File: src/rtl/addsub_pkg.sv
// rtl/addsub_pkg.sv - shared types, mode constants and sizing helper for addsub_serial
package addsub_pkg;

    typedef enum logic [1:0] {
        IDLE = 2'd0,
        RUN  = 2'd1,
        DONE = 2'd2
    } state_t;

    localparam logic MODE_ADD = 1'b0;
    localparam logic MODE_SUB = 1'b1;

    // Digit counter width; a single-digit operation still needs a 1-bit counter.
    function automatic int cnt_width(input int n);
        if (n <= 1) begin
            return 1;
        end
        return $clog2(n);
    endfunction

endpackage

File: src/rtl/addsub_serial_if.sv
// rtl/addsub_serial_if.sv - operand/result handshake bundle for addsub_serial
interface addsub_serial_if #(
    parameter int WIDTH = 16
);
    logic             in_valid;
    logic             in_ready;
    logic [WIDTH-1:0] a;
    logic [WIDTH-1:0] b;
    logic             mode;
    logic             sat;
    logic             out_valid;
    logic             out_ready;
    logic [WIDTH-1:0] s;
    logic             cout;
    logic             ovf;
    logic             zero;

    modport master (
        output in_valid, a, b, mode, sat, out_ready,
        input  in_ready, out_valid, s, cout, ovf, zero
    );

    modport slave (
        input  in_valid, a, b, mode, sat, out_ready,
        output in_ready, out_valid, s, cout, ovf, zero
    );
endinterface

File: src/rtl/addsub_digit.sv
// rtl/addsub_digit.sv - combinational DIGIT-bit ripple adder built from full-adder cells
module addsub_digit #(
    parameter int DIGIT = 4
) (
    input  logic [DIGIT-1:0] x,
    input  logic [DIGIT-1:0] y,
    input  logic             cin,
    output logic [DIGIT-1:0] sum,
    output logic             cout,
    output logic             c_top
);
    logic [DIGIT:0] c;

    assign c[0] = cin;

    for (genvar i = 0; i < DIGIT; i++) begin : g_fa
        assign sum[i]  = x[i] ^ y[i] ^ c[i];
        assign c[i+1]  = (x[i] & y[i]) | (c[i] & (x[i] ^ y[i]));
    end

    assign cout  = c[DIGIT];
    // Carry into the slice MSB; on the last slice this is the carry into bit WIDTH-1.
    assign c_top = c[DIGIT-1];
endmodule

File: src/rtl/addsub_serial.sv
// rtl/addsub_serial.sv - digit-serial two's-complement add/sub with carry, overflow, zero and saturation
module addsub_serial
    import addsub_pkg::*;
#(
    parameter int WIDTH = 16,
    parameter int DIGIT = 4
) (
    input  logic           clk,
    input  logic           rst,
    addsub_serial_if.slave bus
);
    localparam int N  = WIDTH / DIGIT;
    localparam int CW = cnt_width(N);

    if (WIDTH < 2 || DIGIT < 1 || (WIDTH % DIGIT) != 0) begin : g_bad_params
        $error("addsub_serial: WIDTH must be >= 2 and a multiple of DIGIT");
    end

    state_t state, state_next;

    logic [WIDTH-1:0] a_r;
    logic [WIDTH-1:0] b_r;
    logic [WIDTH-1:0] s_r;
    logic             sat_r;
    logic             carry;
    logic [CW-1:0]    count;
    logic             cout_r;
    logic             ovf_r;
    logic             zero_r;

    logic [DIGIT-1:0] x_d;
    logic [DIGIT-1:0] y_d;
    logic [DIGIT-1:0] sum_d;
    logic             cout_d;
    logic             ctop_d;
    logic             last;
    logic             sub;
    logic             ovf_n;
    int               base;
    logic [WIDTH-1:0] raw;
    logic [WIDTH-1:0] sat_val;
    logic [WIDTH-1:0] fin;

    assign sub  = (bus.mode == MODE_SUB);
    assign last = (count == CW'(N - 1));
    assign base = int'(count) * DIGIT;
    assign x_d  = a_r[base +: DIGIT];
    assign y_d  = b_r[base +: DIGIT];

    addsub_digit #(.DIGIT(DIGIT)) u_digit (
        .x     (x_d),
        .y     (y_d),
        .cin   (carry),
        .sum   (sum_d),
        .cout  (cout_d),
        .c_top (ctop_d)
    );

    // Final result is resolved on the last slice so s and flags are registered and hold in DONE.
    always_comb begin
        raw              = s_r;
        raw[base +: DIGIT] = sum_d;
    end

    assign ovf_n   = ctop_d ^ cout_d;
    assign sat_val = a_r[WIDTH-1] ? {1'b1, {(WIDTH-1){1'b0}}} : {1'b0, {(WIDTH-1){1'b1}}};
    assign fin     = (sat_r && ovf_n) ? sat_val : raw;

    always_ff @(posedge clk or posedge rst) begin
        if (rst) begin
            state <= IDLE;
        end else begin
            state <= state_next;
        end
    end

    always_comb begin
        state_next = state;
        case (state)
            IDLE:    if (bus.in_valid) state_next = RUN;
            RUN:     if (last) state_next = DONE;
            DONE:    if (bus.out_ready) state_next = IDLE;
            default: state_next = IDLE;
        endcase
    end

    always_comb begin
        bus.in_ready  = (state == IDLE);
        bus.out_valid = (state == DONE);
    end

    always_ff @(posedge clk or posedge rst) begin
        if (rst) begin
            a_r    <= '0;
            b_r    <= '0;
            s_r    <= '0;
            sat_r  <= 1'b0;
            carry  <= 1'b0;
            count  <= '0;
            cout_r <= 1'b0;
            ovf_r  <= 1'b0;
            zero_r <= 1'b0;
        end else begin
            case (state)
                IDLE: begin
                    if (bus.in_valid) begin
                        a_r   <= bus.a;
                        b_r   <= bus.b ^ {WIDTH{sub}};
                        sat_r <= bus.sat;
                        carry <= sub;
                        count <= '0;
                    end
                end
                RUN: begin
                    carry <= cout_d;
                    count <= count + 1'b1;
                    if (last) begin
                        s_r    <= fin;
                        cout_r <= cout_d;
                        ovf_r  <= ovf_n;
                        zero_r <= (fin == '0);
                    end else begin
                        s_r <= raw;
                    end
                end
                default: ;
            endcase
        end
    end

    assign bus.s    = s_r;
    assign bus.cout = cout_r;
    assign bus.ovf  = ovf_r;
    assign bus.zero = zero_r;
endmodule

File: src/flat_wrapper.sv
// flat-port wrapper written by rule: the top's interface ports become plain ports
module addsub_serial_flat import addsub_pkg::*;
#(
    parameter int WIDTH = 16,
    parameter int DIGIT = 4
)
  (clk, rst, bus_in_valid, bus_a, bus_b, bus_mode, bus_sat, bus_out_ready, bus_in_ready, bus_out_valid, bus_s, bus_cout, bus_ovf, bus_zero);
  addsub_serial_if #(.WIDTH(WIDTH)) bus_i ();
  input  logic clk;
  input  logic rst;
  input wire logic [$bits(bus_i.in_valid)-1:0] bus_in_valid;
  input wire logic [$bits(bus_i.a)-1:0] bus_a;
  input wire logic [$bits(bus_i.b)-1:0] bus_b;
  input wire logic [$bits(bus_i.mode)-1:0] bus_mode;
  input wire logic [$bits(bus_i.sat)-1:0] bus_sat;
  input wire logic [$bits(bus_i.out_ready)-1:0] bus_out_ready;
  output wire logic [$bits(bus_i.in_ready)-1:0] bus_in_ready;
  output wire logic [$bits(bus_i.out_valid)-1:0] bus_out_valid;
  output wire logic [$bits(bus_i.s)-1:0] bus_s;
  output wire logic [$bits(bus_i.cout)-1:0] bus_cout;
  output wire logic [$bits(bus_i.ovf)-1:0] bus_ovf;
  output wire logic [$bits(bus_i.zero)-1:0] bus_zero;
  assign bus_i.in_valid = bus_in_valid;
  assign bus_i.a = bus_a;
  assign bus_i.b = bus_b;
  assign bus_i.mode = bus_mode;
  assign bus_i.sat = bus_sat;
  assign bus_i.out_ready = bus_out_ready;
  assign bus_in_ready = bus_i.in_ready;
  assign bus_out_valid = bus_i.out_valid;
  assign bus_s = bus_i.s;
  assign bus_cout = bus_i.cout;
  assign bus_ovf = bus_i.ovf;
  assign bus_zero = bus_i.zero;
  addsub_serial #(.WIDTH(WIDTH), .DIGIT(DIGIT)) u_core (.clk(clk), .rst(rst), .bus(bus_i));
endmodule
File: config.mk
export PLATFORM = sky130hd
export DESIGN_NAME = addsub_serial_flat
export DESIGN_NICKNAME = d
export VERILOG_FILES = /design/src/rtl/addsub_pkg.sv /design/src/rtl/addsub_serial_if.sv /design/src/rtl/addsub_digit.sv /design/src/rtl/addsub_serial.sv /design/src/flat_wrapper.sv
export SDC_FILE = /design/constraint.sdc
export NUM_CORES = 1
export LEC_CHECK = 0
export ABC_AREA = 1
export BUFFER_PORTS_ARGS = -buffer_cell sky130_fd_sc_hd__buf_4
export CAP_MARGIN = 40
export CORE_UTILIZATION = 56
export DETAILED_ROUTE_END_ITERATION = 8
export PLACE_DENSITY = 0.82
export SETUP_SLACK_MARGIN = 0.2
export SYNTH_ARGS = -nofsm -noshare
export SYNTH_HDL_FRONTEND = slang
export SYNTH_SLANG_ARGS = --single-unit
export TNS_END_PERCENT = 50
File: constraint.sdc
create_clock -name clk -period 4.6 [get_ports clk]
set_clock_uncertainty 0.2 [all_clocks]
set_input_delay 0.23 -clock clk [delete_from_list [all_inputs] [get_ports clk]]
set_output_delay 0.23 -clock clk [all_outputs]
set_load 0.03 [all_outputs]
==> out/results.ini, run 1 <==
[outcome]
status=finished, violations left
violations=negative hold slack

[timing]
max_freq_mhz=241
tns_ns=0
finalMaxSlewViolations=0
report.final.hold_viol_count=1
finalSetupViolCount=0
worst_pin_slew_ns=0.698
whs_ns=-0.00413
rsz0062_at_grt=false
finalCritPeriodShare=0.903
slew_headroom=0.535
fin_crit_ns=4.15

[synth]
synth-simple-area-share=0.268
synthCells=415
synth_top_family_by_area=simple AND/OR/NAND/NOR gates
synthFlopType=dfrtp_1
synthArstFlopShare=1.00
synth.area.mux_share=0
ys_seq_elements=57
syn_nets=463
syn_area_um2=3250
synth-adder-area-share=0.0477
synth.avg_cell_area_um2=7.83
synth-compound-area-share=0.137
synth_cell_types=32
synth_edf_count=0
synth_xor_area_frac=0.0458
ys_seq_area_frac=0.439
yosysWarnings=0

[critical_path]
crit_required_ns=4.67
critPathKind=reg2reg
start_kind=register
critPathArrivalTime_ns=4.22
crit_fanout=14
critPathCaptureType=register

[route]
post-route-drc-count=0
wl_um=8380
drtIter0Drc=248
num_vias=3065
firstDrtPassIters=5
ant_nets=0
vias_per_cell=5.30
wl_per_cell_um=14.5

[placement]
dp_hpwl_um=5420
dpl.cell_count=530
dpl_cell_area_um2=3710
io_buffers=58
gp_congestion=0.949

[layout]
antenna_cells=0
final_nets=550
final.fill_count=414
fin_area_um2=4230
register_area_um2=1430
drive_gt1_frac=0.196
finalNonFillerCells=578
areaGrowthSynthToFinish_pct=30.3
final_util=0.764
multi_input_area_um2=1620

[floorplanning]
pin_count=59
die_y_um=78.2
start_util=0.587
core_um2=5540
rows=27
die_x_um=78.2
die_area_um2=6110

[clock_network]
htreeDepth=3
cts_tree=yes
cts_setup_buffers=0
cts_buffers=9
clk_path_buf_depth=2
clkLatencyLatePin_ns=0.35
path_clk_slew_ns=0.07
cts.sinks=57
root_buffer=clkbuf_8

[pwr]
ir_worst_vdd_mv=0.450
powerDensity_nw_per_um2=774
leakagePower_nw=2.14

[grt]
grt_antenna_before_repair=0
grt_max_degree=58
grt_pass1_wl_um=13800
grt_overflow_total=0
grt_pass1_vias=3015
grt.total_usage=0.296

[run]
cap_viol_max_count=0

[hold_path]
min_path_type=in2reg

cells in the final DEF (no fill, tap or decap), types with 4 or more instances in the layout:
cell type        n
buf_4           62
clkbuf_8        11
dfrtp_1         57
dlygate4sd3_1   33
fa_1             4
ha_1             6
inv_1           24
nand2_1        146
nand3_1         18
nor2_1          37
o21ai_0         41
o21ai_2          9
o22ai_1          7
xnor2_1         16
where the power goes:
| group | switching (mW) | internal [mW] |
|---|---|---|
| logic | 1.26 | 0.646 |
| clock network | 0.201 | 0.275 |
| registers | 0.169 | 0.726 |
cells by family (layout without fill, tap and decap cells):
family          count (synthesis)  after routing
fa+ha+maj                      10             10
compound gates                 72             72
flops                          57             57
simple gates                  212            212
xor+xnor                       17             17
buf+inv                        47            138
area by class of cell:
type,count,share of cell area
clock inverter,3,0.00946
timing repair buffer,95,0.188
multi-input combinational,311,0.383
clock buffer,12,0.0366
inverter,28,0.0251
sequential,57,0.337
tap,72,0.0213
state kept, by name (all words and copies together) (netlist names):
| register | flops |
|---|---|
| u_core.a_r | 16 |
| u_core.state | 2 |
| u_core.bus.ovf | 1 |
| u_core.bus.s | 16 |
| u_core.bus.zero | 1 |
| u_core.count | 2 |
| u_core.sat_r | 1 |
| u_core.bus.cout | 1 |
| u_core.carry | 1 |
| u_core.b_r | 16 |
critical path: stages, from the launching register on:
cell and delay, ns:
dfrtp_1 0.49, inv_1 0.25, a21oi_1 0.18, a32o_1 0.17, fa_1 0.18, inv_1 0.05
fa_1 0.37, fa_1 0.43, fa_1 0.49, xor2_1 0.20, nand2_2 0.14, clkinv_2 0.28
nand2_4 0.16, nand2_4 0.06, inv_2 0.23, nand2_1 0.09, o221ai_1 0.08
cells in the mapped netlist (all sizes together), types with 2 or more instances:
| master | n | area (um^2) |
|---|---|---|
| nand2 | 151 | 589 |
| dfrtp | 57 | 1430 |
| o21ai | 51 | 289 |
| nor2 | 38 | 150 |
| inv | 27 | 101 |
| nand3 | 21 | 120 |
| xnor2 | 16 | 140 |
| buf | 14 | 78.8 |
| o22ai | 7 | 43.8 |
| ha | 6 | 75.1 |
| clkbuf | 5 | 18.8 |
| fa | 4 | 80.1 |
| a21oi | 3 | 15.0 |
| a22oi | 3 | 22.5 |
| a32o | 2 | 20.0 |
| nand4 | 2 | 12.5 |
| o211ai | 2 | 15.0 |
| o221ai | 2 | 23.8 |
timing repair:
item / in CTS / in global routing
resized for setup: 0 / 0
hold endpoints to repair: 89 / 0
hold buffers: 33 / 0
through the flow:
stage / power, mW / setup WS [ns]
6_report: 3.28 / 0.448
5_1_grt: 3.52 / 0.258
3_5_place_dp: 2.74 / 0.516
3_3_place_gp: 2.69 / 0.646
2_1_floorplan: 2.26 / 0.908
4_1_cts: 3.24 / 0.507
routing by layer:
| layer | vias to the layer above | wire, um | part of all wire | track usage |
|---|---|---|---|---|
| met5 | - | 0 | 0 | 0 |
| met4 | 0 | 150 | 0.018 | 0.0981 |
| met3 | 18 | 411 | 0.049 | 0.0651 |
| met2 | 89 | 4330 | 0.52 | 0.528 |
| met1 | 1446 | 3490 | 0.42 | 0.353 |
| li1 | 1512 | - | - | - |
worst paths after layout:
check	endpoint	cells past startpoint	slack, ns	from
max	u_core.bus.s[14]$_DFFE_PP0P_	16	0.45	u_core.count[1]$_DFFE_PP0P_
min	u_core.b_r[14]$_DFFE_PP0P_	3	-0.004	bus_b[14]
max reg2reg	u_core.bus.s[14]$_DFFE_PP0P_	16	0.45	u_core.count[1]$_DFFE_PP0P_
min reg2reg	u_core.a_r[7]$_DFFE_PP0P_	2	0.28	u_core.a_r[7]$_DFFE_PP0P_
max in group asynchronous	u_core.b_r[3]$_DFFE_PP0P_	4	3.30	rst
min in group asynchronous	u_core.bus.s[14]$_DFFE_PP0P_	4	0.43	rst
Note: power is estimated with default switching activity, not from simulation.
==> run 2: changes to the inputs <==
CORE_UTILIZATION = 58   (was 56)
CTS_BUF_LIST = sky130_fd_sc_hd__clkbuf_2   (was not set)
PLACE_DENSITY = 0.85   (was 0.82)
==> run 2 against run 1 <==
Register-to-register slack worse by 0.05 ns. Utilization rose by 3.1 points. The flow now finishes without violations. Largest power group unchanged. Via count up 3.8%. First-iteration DRC count rose by 12%. Worst setup slack worse by 0.049 ns. Maximum frequency decreased by 1.2%. Global-route usage increased by 1.6 points. Clock power shrank 36%.
==> out/results.ini, run 2 (synthesis results as in run 1) <==
[placement]
dpl_cell_area_um2=3710  ; about the same
dp_hpwl_um=5510  ; +1.5%
dpl.cell_count=528  ; -0.38%
io_buffers=58  ; unchanged
gp_congestion=0.894  ; -5.8%
place_ws_ns=0.267  ; -0.248 ns

[route]
post-route-drc-count=0  ; unchanged
firstDrtPassIters=5  ; unchanged
num_vias=3181  ; +3.8%
wl_um=8640  ; +3.1%
vias_per_cell=5.50  ; +3.8%
wl_per_cell_um=14.9  ; +3.1%
ant_nets=0  ; unchanged
drtIter0Drc=278  ; +12%

[floorplanning]
pin_count=59  ; unchanged
die_y_um=76.9  ; -1.7%
rows=26  ; -3.7%
core_um2=5240  ; -5.5%
die_x_um=76.9  ; -1.7%
start_util=0.621  ; +0.0339
die_area_um2=5910  ; -3.4%

[timing]
finalMaxSlewViolations=0  ; unchanged
max_freq_mhz=238  ; -1.2%
finalCritPeriodShare=0.913  ; +0.0106
whs_ns=0.00686  ; +0.0110 ns
finalSetupViolCount=0  ; unchanged
fin_crit_ns=4.20  ; +0.0486 ns
tns_ns=0  ; unchanged
worst_pin_slew_ns=0.704  ; +0.00568 ns
slew_headroom=0.531  ; -0.00379
rsz0062_at_grt=false
report.final.hold_viol_count=0  ; -1
worst_slack_ns=0.400  ; -0.0486 ns

[critical_path]
crit_required_ns=4.80  ; +0.13 ns
cp_slowest_cell=dfrtp_2
max_stage_delay_ns=0.59  ; +0.10 ns
cp_cell_sequence=inv_2 > nand2_1 > a32o_1 > fa_1 > inv_1 > fa_1 > fa_1 > fa_1 > xor2_1 > nand2_2 > clkinv_2 > nand2_4 > nand2_4 > inv_2 > nand2_1 > o221ai_1
rr_worst_depth=16  ; unchanged
crit_fanout=24  ; +10
critPathCaptureType=register
critPathKind=reg2reg
start_kind=register
crit_start=u_core.count[0]$_DFFE_PP0P_
reg2reg_from=u_core.count[0]$_DFFE_PP0P_
reg2reg_to=u_core.bus.s[14]$_DFFE_PP0P_
r2r_slack_ns=0.40  ; -0.05 ns
critPathArrivalTime_ns=4.40  ; +0.18 ns
crit_top_cell=fa_1

[grt]
grt_overflow_total=0  ; unchanged
grt_max_degree=58  ; unchanged
grt_antenna_before_repair=0  ; unchanged
grt_pass1_vias=3138  ; +4.1%
grt_pass1_wl_um=14400  ; +4.7%
grt.total_usage=0.313  ; +0.0164

[clock_network]
cts_tree=yes
root_buffer=clkbuf_2
path_clk_slew_ns=0.17  ; +0.10 ns
clk_path_buf_depth=2  ; unchanged
htreeDepth=3  ; unchanged
cts_setup_buffers=0  ; unchanged
cts_buffers=9  ; unchanged
cts.sinks=57  ; unchanged
clkLatencyLatePin_ns=0.48  ; +0.13 ns

[layout]
fin_area_um2=4160  ; -1.7%
antenna_cells=0  ; unchanged
areaGrowthSynthToFinish_pct=28.1
drive_gt1_frac=0.193  ; -0.00274
finalNonFillerCells=578  ; unchanged
final_common_cell=nand2_1
final_util=0.795  ; +0.0306
final_nets=553  ; +0.55%
final_cell_mix=nand2_1, buf_4, dfrtp_1, o21ai_0, nor2_1

[hold_path]
min_path_type=in2reg
worstHoldEndpoint=u_core.b_r[3]$_DFFE_PP0P_
holdPathStages=3  ; unchanged
hp-start=bus_mode

[pwr]
ir_worst_vdd_mv=0.354  ; -21%
power_mw=3.13  ; -4.4%
leakagePower_nw=2.11  ; -1.7%
powerDensity_nw_per_um2=752  ; -2.8%

[run]
cap_viol_max_count=0  ; unchanged

[outcome]
status=complete, no violations

## run 2: changes by cell type in the layout (fill, tap and decap cells not counted), sizes merged
cell and change:
clkinv +1, dlygate4sd3 +3, clkinvlp +1, clkbuf -3
## run 2: routing by layer
metal / GRT usage / wire [um] / vias up
met5: 0 / 0 / -
li1: - / - / 1511
met3: 0.0417 / 499 / 28
met2: 0.549 / 4440 / 143
met1: 0.378 / 3420 / 1499
met4: 0.148 / 275 / 0
## run 2: what timing repair did
action,4_1_cts,5_1_grt
hold buffers,36,0
endpoints found under the hold margin,91,0
resized for setup,0,2
setup endpoints to repair,0,17
## run 2: worst max-delay path, delay by kind of cell, from the launching register on
kind            cells  cell delay, ns
xor+xnor            1            0.20
compound gates      2            0.26
simple gates        5            0.56
flops               1            0.59
buf+inv             4            0.79
fa+ha+maj           4            1.50
## run 2: where the power goes
part           switching [mW]  total (mW)  internal [mW]
sequential              0.182       0.905          0.724
clock                   0.191       0.306          0.114
combinational            1.27        1.92          0.653
## run 2: worst max-delay path by stage
stage / endpoint / depth (start not counted)
3_5_place_dp: u_core.bus.s[14]$_DFFE_PP0P_ / 16
5_1_grt: u_core.bus.s[7]$_DFFE_PP0P_ / 16
4_1_cts: u_core.bus.s[14]$_DFFE_PP0P_ / 16
6_report: u_core.bus.s[14]$_DFFE_PP0P_ / 16
2_1_floorplan: u_core.bus.s[11]$_DFFE_PP0P_ / 17
3_3_place_gp: u_core.bus.s[14]$_DFFE_PP0P_ / 16
## run 2: final cells by class
| class | count | area, um^2 |
|---|---|---|
| repair buffers | 98 | 826 |
| flip-flops and latches | 57 | 1430 |
| inverters | 28 | 106 |
| clock inverters | 5 | 48.8 |
| multi-input cells | 311 | 1620 |
| well taps | 70 | 87.6 |
| fillers | 351 | 1070 |
| clock buffers | 9 | 45.0 |
